`src/rtl/sysid_check_ctrl.sv`:
```
`default_nettype none
// ============================================================================
// Module      : sysid_check_ctrl
// Description : Verifies the sysid slave's ID and timestamp words at boot
//               and on demand, retries on mismatch, and reports the result
//               through status pins, an interrupt and an Avalon-MM slave.
// Revision    : 1.0 - initial release
// ============================================================================
module sysid_check_ctrl #(
   parameter logic [31:0] EXPECTED_ID        = 32'd0,
   parameter logic [31:0] EXPECTED_TIMESTAMP = 32'd1459509197,
   parameter int unsigned SETTLE_CYCLES      = 2,
   parameter int unsigned RETRY_MAX          = 3
) (
   input  logic        clock,
   input  logic        reset_n,
   output logic        sysid_address,
   input  logic [31:0] sysid_readdata,
   input  logic [1:0]  address,
   input  logic        read,
   input  logic        write,
   input  logic [31:0] writedata,
   output logic [31:0] readdata,
   output logic        busy,
   output logic        done,
   output logic        sysid_ok,
   output logic        irq
);

   localparam logic [2:0] c_IDLE     = 3'd0;
   localparam logic [2:0] c_ID_PHASE = 3'd1;
   localparam logic [2:0] c_TS_PHASE = 3'd2;
   localparam logic [2:0] c_EVAL     = 3'd3;
   localparam logic [2:0] c_DONE     = 3'd4;

   localparam logic [3:0] c_SETTLE    = 4'(SETTLE_CYCLES);
   localparam logic [3:0] c_RETRY_MAX = 4'(RETRY_MAX);

   logic [2:0]  r_state;
   logic [3:0]  r_settle;
   logic [3:0]  r_attempts;
   logic [31:0] r_cap_id;
   logic [31:0] r_cap_ts;
   logic        r_done;
   logic        r_ok;
   logic        r_irq_en;
   logic        r_auto_start;
   logic [31:0] r_readdata;

   logic        w_busy;
   logic        w_idle_or_done;
   logic        w_start;
   logic        w_clr_done;
   logic        w_last;
   logic        w_match;
   logic        w_finish;
   logic [31:0] w_rd_word;
   logic        w_unused;

   assign w_busy         = (r_state == c_ID_PHASE) || (r_state == c_TS_PHASE) ||
                           (r_state == c_EVAL);
   assign w_idle_or_done = (r_state == c_IDLE) || (r_state == c_DONE);
   // Auto-start is only pending for the first cycle after reset release.
   assign w_start        = w_idle_or_done &&
                           (r_auto_start || (write && (address == 2'd1) && writedata[0]));
   assign w_clr_done     = write && (address == 2'd0) && writedata[1];
   assign w_last         = (r_settle == c_SETTLE);
   assign w_match        = (r_cap_id == EXPECTED_ID) && (r_cap_ts == EXPECTED_TIMESTAMP);
   assign w_finish       = (r_state == c_EVAL) && (w_match || (r_attempts >= c_RETRY_MAX));
   assign w_unused       = &{1'b0, writedata[31:2]};

   always_ff @(posedge clock or negedge reset_n) begin
      if (!reset_n) begin
         r_state      <= c_IDLE;
         r_settle     <= 4'd0;
         r_attempts   <= 4'd0;
         r_cap_id     <= 32'd0;
         r_cap_ts     <= 32'd0;
         r_ok         <= 1'b0;
         r_auto_start <= 1'b1;
      end else begin
         r_auto_start <= 1'b0;
         case (r_state)
            c_IDLE, c_DONE: begin
               if (w_start) begin
                  r_state    <= c_ID_PHASE;
                  r_settle   <= 4'd0;
                  r_attempts <= 4'd1;
                  r_ok       <= 1'b0;
               end
            end
            c_ID_PHASE: begin
               if (w_last) begin
                  r_cap_id <= sysid_readdata;
                  r_settle <= 4'd0;
                  r_state  <= c_TS_PHASE;
               end else begin
                  r_settle <= r_settle + 4'd1;
               end
            end
            c_TS_PHASE: begin
               if (w_last) begin
                  r_cap_ts <= sysid_readdata;
                  r_settle <= 4'd0;
                  r_state  <= c_EVAL;
               end else begin
                  r_settle <= r_settle + 4'd1;
               end
            end
            c_EVAL: begin
               if (w_finish) begin
                  r_ok    <= w_match;
                  r_state <= c_DONE;
               end else begin
                  r_attempts <= r_attempts + 4'd1;
                  r_state    <= c_ID_PHASE;
               end
            end
            default: r_state <= c_IDLE;
         endcase
      end
   end

   // Entering DONE takes priority over a software clear in the same cycle.
   always_ff @(posedge clock or negedge reset_n) begin
      if (!reset_n) begin
         r_done <= 1'b0;
      end else if (w_finish) begin
         r_done <= 1'b1;
      end else if (w_start || w_clr_done) begin
         r_done <= 1'b0;
      end
   end

   always_ff @(posedge clock or negedge reset_n) begin
      if (!reset_n) begin
         r_irq_en <= 1'b0;
      end else if (write && (address == 2'd1) && writedata[1]) begin
         r_irq_en <= 1'b1;
      end
   end

   always_comb begin
      w_rd_word = 32'd0;
      case (address)
         2'd0:    w_rd_word = {24'd0, r_attempts, 1'b0, r_ok, r_done, w_busy};
         2'd1:    w_rd_word = {30'd0, r_irq_en, 1'b0};
         2'd2:    w_rd_word = r_cap_id;
         default: w_rd_word = r_cap_ts;
      endcase
   end

   always_ff @(posedge clock or negedge reset_n) begin
      if (!reset_n) begin
         r_readdata <= 32'd0;
      end else if (read) begin
         r_readdata <= w_rd_word;
      end
   end

   assign sysid_address = (r_state == c_TS_PHASE);
   assign readdata      = r_readdata;
   assign busy          = w_busy;
   assign done          = r_done;
   assign sysid_ok      = r_ok;
   assign irq           = r_done & r_irq_en;

endmodule
`default_nettype wire

```
`config.mk`:
```
export PLATFORM = sky130hd
export DESIGN_NAME = sysid_check_ctrl
export DESIGN_NICKNAME = d
export VERILOG_FILES = /design/src/rtl/sysid_check_ctrl.sv
export SDC_FILE = /design/constraint.sdc
export NUM_CORES = 1
export LEC_CHECK = 0
export ABC_CLOCK_PERIOD_IN_PS = 2400
export BUFFER_PORTS_ARGS = -buffer_cell sky130_fd_sc_hd__buf_4
export CAP_MARGIN = 40
export CORE_AREA = 2 2 103 105
export CTS_CLUSTER_DIAMETER = 80
export CTS_CLUSTER_SIZE = 25
export DETAILED_ROUTE_END_ITERATION = 6
export DIE_AREA = 0 0 105 107
export GPL_TIMING_DRIVEN = 0
export PLACE_DENSITY = 0.83
export SLEW_MARGIN = 40
export SYNTH_ARGS = -nofsm -noshare
export SYNTH_HDL_FRONTEND = slang
export SYNTH_SLANG_ARGS = --single-unit
```
`constraint.sdc`:
```
create_clock -name clock -period 2.4 [get_ports clock]
set_input_delay 0.48 -clock clock [delete_from_list [all_inputs] [get_ports clock]]
set_output_delay 0.48 -clock clock [all_outputs]
set_load 0.03 [all_outputs]
```
==> After elaboration in Yosys (flattened, before gate mapping) <==
Cells that the tools add are included.
{ "classes": {"n_mux": 17, "reduce_logical": 28, "bitwise": 1, "magnitude_cmp": 1, "n_addsub": 2, "n_eq_ne": 13} }
{ "ops": {"columns": ["op", "n"], "rows": [
  ["$pmux W32 S3", 1],
  ["$eq A32 B31 Y1 const B", 1],
  ["$logic_not A32 Y1", 1],
  ["$mux W4", 4],
  ["$pmux W4 S2", 2],
  ["$mux W3", 4],
  ["$pmux W3 S4", 1],
  ["$reduce_and A3 Y1", 3],
  ["$add A4 B1 Y4 const B", 2],
  ["$logic_and A1 B1 Y1", 8],
  ["$ne A2 B2 Y1 const B", 4],
  ["$eq A3 B2 Y1 const B", 2],
  ["$logic_or A1 B1 Y1", 6],
  ["$reduce_and A2 Y1", 3],
  ["$reduce_bool A2 Y1", 3],
  ["$eq A4 B2 Y1 const B", 1],
  ["$ge A4 B2 Y1 const B", 1],
  ["$mux W1", 4],
  ["$reduce_or A2 Y1", 2],
  ["$eq A3 B1 Y1 const B", 1],
  ["$eq A3 B3 Y1 const B", 1],
  ["$logic_not A3 Y1", 1],
  ["$eq A2 B1 Y1 const B", 1],
  ["$eq A2 B2 Y1 const B", 1],
  ["other kinds (4)", 4]
]} }
{ "totals": {"wordCells": 72, "inputBits": 70, "output_inout_bits": 37, "reg_bits": 111} }

==> Logic depth before layout (Yosys ltp) <==
{ "logic_depth": {"ltp_word": 8, "depth_mapped": 8, "mapped_depth_nobuf": 7} }

==> Worst setup path before layout <==
OpenSTA, ideal clock, no wires.
{ "synth_timing": {"path_type": "flip-flop to flip-flop", "startpoint": "reg r_settle[0]", "endpoint": "reg r_cap_id[4]", "period_less_slack_ns": 2.145, "arrival_time_ns": 2.017, "n_path_buf": 2, "path_slack_ns": 0.255, "setup_time_ns": 0.127, "path_stages_with_launch": 9, "cell_sequence": "dfrtp_1 > inv_1 > ha_1 > nor3b_1 > nand3b_1 > or2_2 > clkbuf_1 > buf_1 > mux2_1"} }
{ "synth_via": {"elab_chain_len": 2} }
{ "synth_rtl": {"columns": ["element", "line_no", "source"], "rows": [
  ["start: declaration", "40", "logic [3:0] r_settle;"],
  ["start signal: assignment", "98", "r_settle <= r_settle + 4'd1;"],
  ["start signal: assignment", "107", "r_settle <= r_settle + 4'd1;"],
  ["$eq A4 B2 Y1", "67", "assign w_last = (r_settle == c_SETTLE);"],
  ["$reduce_and A2 Y1 (no source line)", null, null],
  ["end signal: assignment", "94", "r_cap_id <= sysid_readdata;"],
  ["end: declaration", "42", "logic [31:0] r_cap_id;"]
]} }
Every way passes these cells.
A chain may end at the register's enable or synchronous reset.

==> Worst setup path in the final report <==
{ "layout_timing": {"startpoint": "reg r_cap_ts[4]", "endpoint": "reg r_attempts[1]"} }
{ "layout_via": {"elab_chain_len": 6} }
{ "layout_rtl": {"columns": ["element", "line_no", "source"], "rows": [
  ["start: declaration", "43", "logic [31:0] r_cap_ts;"],
  ["start signal: assignment", "103", "r_cap_ts <= sysid_readdata;"],
  ["$eq A32 B31 Y1", "68", "assign w_match = (r_cap_id == EXPECTED_ID) && (r_cap_ts == EXPECTED_TIMESTAMP);"],
  ["$logic_and A1 B1 Y1", "68", null],
  ["$logic_or A1 B1 Y1", "69", "assign w_finish = (r_state == c_EVAL) && (w_match || (r_attempts >= c_RETRY_MAX));"],
  ["$logic_and A1 B1 Y1", "69", null],
  ["$ne A2 B2 Y1 (no source line)", null, null],
  ["$reduce_and A3 Y1 (no source line)", null, null],
  ["end signal: assignment", "115", "r_attempts <= r_attempts + 4'd1;"],
  ["end: declaration", "41", "logic [3:0] r_attempts;"]
]} }
Every way passes these cells.

==> impl_results.html <==
<table>
<tr><th>Metric</th><th>Value</th></tr>
<tr><th colspan="2">Global route</th></tr>
<tr><td>Global-route wire length before repair</td><td>18,100 um</td></tr>
<tr><td>Final global-route overflow total</td><td>0</td></tr>
<tr><td>Number of global-route vias before repair</td><td>3,582</td></tr>
<tr><td>Pin count of the biggest net entering global routing</td><td>112</td></tr>
<tr><td>Antenna violations before repair</td><td>0</td></tr>
<tr><td>GR Util All Layers</td><td>20.9%</td></tr>
<tr><th colspan="2">Synth</th></tr>
<tr><td>Post-synth top cells</td><td>dfrtp_1, mux2_2, mux2i_1, inv_1, o22ai_1</td></tr>
<tr><td>Top area cells in the synthesized netlist</td><td>dfrtp_1, mux2_2, mux2i_1</td></tr>
<tr><td>Synthesized Nets</td><td>460</td></tr>
<tr><td>Number of enable flip-flop cells after synthesis</td><td>0</td></tr>
<tr><td>Syn Inst Count</td><td>a little under 400</td></tr>
<tr><td>Post-synthesis sequential element count</td><td>111</td></tr>
<tr><td>Most frequent cell after synthesis</td><td>dfrtp_1</td></tr>
<tr><td>Yosys Warn Count</td><td>0</td></tr>
<tr><td>Post-synthesis area per instance</td><td>12.5 um2</td></tr>
<tr><td>Fraction of post-synthesis cell area in the top cell type by area</td><td>57.0%</td></tr>
<tr><td>Post-Synthesis Cell Area</td><td>around 0.0048 mm2</td></tr>
<tr><td>Seq/Total Area, Yosys</td><td>57.6%</td></tr>
<tr><td>Share of flip-flops with an asynchronous set or reset</td><td>100%</td></tr>
<tr><td>Most frequently used flop master after synthesis</td><td>dfrtp_1</td></tr>
<tr><td>Cell taking the most area after synthesis</td><td>dfrtp_1</td></tr>
<tr><td>Number of unique standard cell types used by synthesis</td><td>44</td></tr>
<tr><th colspan="2">Pwr</th></tr>
<tr><td>Power per unit of standard cell area</td><td>1180 mW/mm2</td></tr>
<tr><td>Peak supply drop</td><td>0.549 mV</td></tr>
<tr><td>P_leak</td><td>around 2.6 nW</td></tr>
<tr><td>Power, Total</td><td>6.85 mW</td></tr>
<tr><th colspan="2">Clock network</th></tr>
<tr><td>Clock buffers created by TritonCTS</td><td>9</td></tr>
<tr><td>Clock tree buffer depth</td><td>2</td></tr>
<tr><td>Master cell of the clock root buffer</td><td>clkbuf_8</td></tr>
<tr><td>CTS H-tree lvls</td><td>3</td></tr>
<tr><td>CTS tree</td><td>yes</td></tr>
<tr><td>Clock insertion delay at the later pin of the skew report</td><td>380 ps</td></tr>
<tr><td>Number of sinks driven by the clock tree</td><td>between 100 and 150</td></tr>
<tr><td>Post-CTS clock slew at the launch and capture registers of the worst setup and hold paths</td><td>110 ps</td></tr>
<tr><th colspan="2">Setup path</th></tr>
<tr><td>CP max stage delay</td><td>600 ps</td></tr>
<tr><td>List of cells traversed by the critical path</td><td>nand4b_1 &gt; or4_1 &gt; or4_4 &gt; a31o_1 &gt; a31o_1</td></tr>
<tr><td>Path type of the worst setup path</td><td>flop to flop</td></tr>
<tr><td>Flop2flop setup slack</td><td>around 150 ps</td></tr>
<tr><td>Crit-path slowest cell</td><td>or4_4</td></tr>
<tr><td>Worst Path Arrival</td><td>2530 ps</td></tr>
<tr><td>Kind of launch point of the worst setup path</td><td>flop</td></tr>
<tr><td>Endpoint type of the worst setup path</td><td>flop</td></tr>
<tr><td>CP most frequent cell</td><td>a31o_1</td></tr>
<tr><td>CP required</td><td>2680 ps</td></tr>
<tr><td>Max FO, Critical Path</td><td>5</td></tr>
<tr><th colspan="2">Run status</th></tr>
<tr><td>Result of the run</td><td>finished clean</td></tr>
<tr><th colspan="2">Finish</th></tr>
<tr><td>Number of fill cells in the layout</td><td>856</td></tr>
<tr><td>Combined flip-flop and latch cell area</td><td>0.00278 mm2</td></tr>
<tr><td>Core occupancy in the finished layout</td><td>between 50% and 60%</td></tr>
<tr><td>Design area</td><td>0.00583 mm2</td></tr>
<tr><td>Layout cells sized above 1</td><td>about 35%</td></tr>
<tr><td>Area growth from synthesis to layout</td><td>20.7%</td></tr>
<tr><td>Antenna diode count</td><td>0</td></tr>
<tr><td>Number of nets in the final layout</td><td>548</td></tr>
<tr><td>Multi-input gate area in the final layout</td><td>0.00188 mm2</td></tr>
<tr><th colspan="2">Floorplan</th></tr>
<tr><td>Placeable core region</td><td>0.0101 mm2</td></tr>
<tr><td>Initial Utilization</td><td>47.8%</td></tr>
<tr><td>Vert. Die Dim</td><td>107 um</td></tr>
<tr><td>Top Ports</td><td>107</td></tr>
<tr><td>Site Rows</td><td>37</td></tr>
<tr><td>Chip Width</td><td>105 um</td></tr>
<tr><td>Overall die area</td><td>0.0112 mm2</td></tr>
<tr><th colspan="2">STA</th></tr>
<tr><td>Unrepaired setup endpoints after global routing</td><td>no</td></tr>
<tr><td>Share of the cycle needed by the critical path after routing</td><td>93.6%</td></tr>
<tr><td>Setup WS post-layout</td><td>153 ps</td></tr>
<tr><td>Final Hold Slack</td><td>331 ps</td></tr>
<tr><td>Tightest Pin Transition</td><td>around 760 ps</td></tr>
<tr><td>Final setup skew</td><td>7.53 ps</td></tr>
<tr><td>Max-slew violation count</td><td>0</td></tr>
<tr><td>Final worst path period need</td><td>between 2000 and 2500 ps</td></tr>
<tr><td>Worst slew margin relative to its limit</td><td>between 40% and 50%</td></tr>
<tr><td>Hold Violations, Final</td><td>0</td></tr>
<tr><td>Number of failing setup endpoints in the final timing report</td><td>0</td></tr>
<tr><td>Achievable clock frequency</td><td>445 MHz</td></tr>
<tr><th colspan="2">Placed design</th></tr>
<tr><td>Placement Cell Area</td><td>0.00557 mm2</td></tr>
<tr><td>Place WS</td><td>-172 ps</td></tr>
<tr><td>Final estimated routing congestion in global placement</td><td>0.854</td></tr>
<tr><td>Hpwl dp</td><td>8070 um</td></tr>
<tr><td># port buffers</td><td>75</td></tr>
<tr><th colspan="2">Run</th></tr>
<tr><td>Max Cap Violations</td><td>0</td></tr>
<tr><th colspan="2">Route</th></tr>
<tr><td>DRC violations left</td><td>0</td></tr>
<tr><td>Number of detailed-route iterations in the first pass</td><td>4</td></tr>
<tr><td>Via-per-instance ratio</td><td>5.53</td></tr>
<tr><td>Vias</td><td>3,405</td></tr>
<tr><td>Average routed wire per standard cell</td><td>between 15 and 20 um</td></tr>
<tr><td>Antenna Violating Nets Remaining</td><td>0</td></tr>
<tr><td>Wire length after detailed routing</td><td>11,200 um</td></tr>
<tr><td>Count of routing violations after the opening detailed-route iteration</td><td>about 140</td></tr>
<tr><th colspan="2">Min path</th></tr>
<tr><td>Path class of the lowest-slack min-delay path</td><td>input port to flop</td></tr>
</table>
==> critical path: cells and delay by family (launching register included) <==
family,cells,cell delay (ps)
flip-flops,1,420
AO/OA/AOI/OAI,2,420
AND/OR/NAND/NOR,3,1310
==> sequential cells by signal, summed over array words and instances, names as in the netlist <==
| signal | flops |
|---|---|
| done | 1 |
| r_attempts | 4 |
| r_auto_start | 1 |
| r_cap_id | 32 |
| r_cap_ts | 32 |
| r_irq_en | 1 |
| r_settle | 4 |
| r_state | 3 |
| readdata | 32 |
| sysid_ok | 1 |
==> kinds of logic (layout without fill, tap and decap cells) <==
| kind of cell | count (synthesis) | after routing | synth area share [%] |
|---|---|---|---|
| and+or+nand+nor | 66 | 66 | 8.09 |
| buffers and inverters | 49 | 142 | 3.81 |
| adders and majority gates | 3 | 3 | 0.777 |
| muxes | 96 | 96 | 21.8 |
| DFF | 111 | 111 | 57.6 |
| AOI/OAI and AO/OA | 60 | 60 | 7.67 |
| other | 1 | 1 | 0.0777 |
| xor gates and xnor gates | 1 | 1 | 0.181 |
==> per-layer routing <==
layer | vias to the layer above | wire [um] | part of all wire (%) | track usage (%)
met4 | 0 | 155 | 1.4 | 9.14
met2 | 97 | 5630 | 50 | 34.1
met5 | - | 0 | 0 | 0
met3 | 14 | 519 | 4.6 | 3.10
met1 | 1733 | 4880 | 44 | 27.9
li1 | 1561 | - | - | -
==> what timing repair did <==
| item | 4_1_cts | 5_1_grt |
|---|---|---|
| endpoints found under the hold margin | 0 | 27 |
| endpoints found under the setup margin | 30 | 30 |
| buffers inserted | 0 | 0 |
| resized for setup | 1 | 5 |
| hold buffers | 0 | 1 |
==> worst paths after layout <==
| path | end | depth (start not counted) | from |
|---|---|---|---|
| worst max-delay path | r_attempts[1]$_DFFE_PN0P_ | 5 | r_cap_ts[4]$_DFFE_PN0P_ |
| worst min-delay path | r_cap_id[4]$_DFFE_PN0P_ | 2 | sysid_readdata[4] |
| worst max register to register | r_attempts[1]$_DFFE_PN0P_ | 5 | r_cap_ts[4]$_DFFE_PN0P_ |
| worst min register to register | readdata[1]$_DFFE_PN0P_ | 1 | readdata[1]$_DFFE_PN0P_ |
| max in group asynchronous | readdata[9]$_DFFE_PN0P_ | 3 | reset_n |
| min in group asynchronous | r_state[2]$_DFFE_PN0P_ | 2 | reset_n |
==> power breakdown <==
part | internal [mW] | switching [mW] | total [mW]
registers | 2.64 | 0.625 | 3.27
logic | 1.22 | 1.21 | 2.44
clock network | 0.495 | 0.657 | 1.15
total | 4.36 | 2.49 | 6.85
==> layout make-up <==
class,count,share of cell area [%]
buffer,22,1.50
clock buffer,9,2.12
clock inverter,7,1.42
inverter,27,1.74
multi-input combinational,227,32.2
sequential,111,47.7
tap,136,2.92
timing repair buffer,77,10.4
==> per-stage QoR <==
step / instances / TNS, ps
2_1_floorplan: 387 / 0
4_1_cts: 614 / 0
5_1_grt: 616 / 0
3_5_place_dp: 598 / -4030
3_3_place_gp: 598 / -398
6_report: 616 / 0
==> layout by cell type (no fill, tap or decap), types with 4 or more instances in the layout <==
master | Yosys | final
clkbuf_1 | 12 | 12
nor4_1 | 8 | 8
o21ai_0 | 6 | 6
inv_1 | 27 | 27
nand4_1 | 4 | 4
and2_1 | 5 | 5
a21oi_1 | 17 | 17
buf_4 | 0 | 74
buf_1 | 10 | 6
o22ai_1 | 26 | 26
nor2_1 | 19 | 19
mux2i_1 | 30 | 30
clkbuf_8 | 0 | 9
mux2_2 | 64 | 64
dfrtp_1 | 110 | 110
nand2_1 | 5 | 5
No activity file was read; power rests on OpenSTA's default activity.
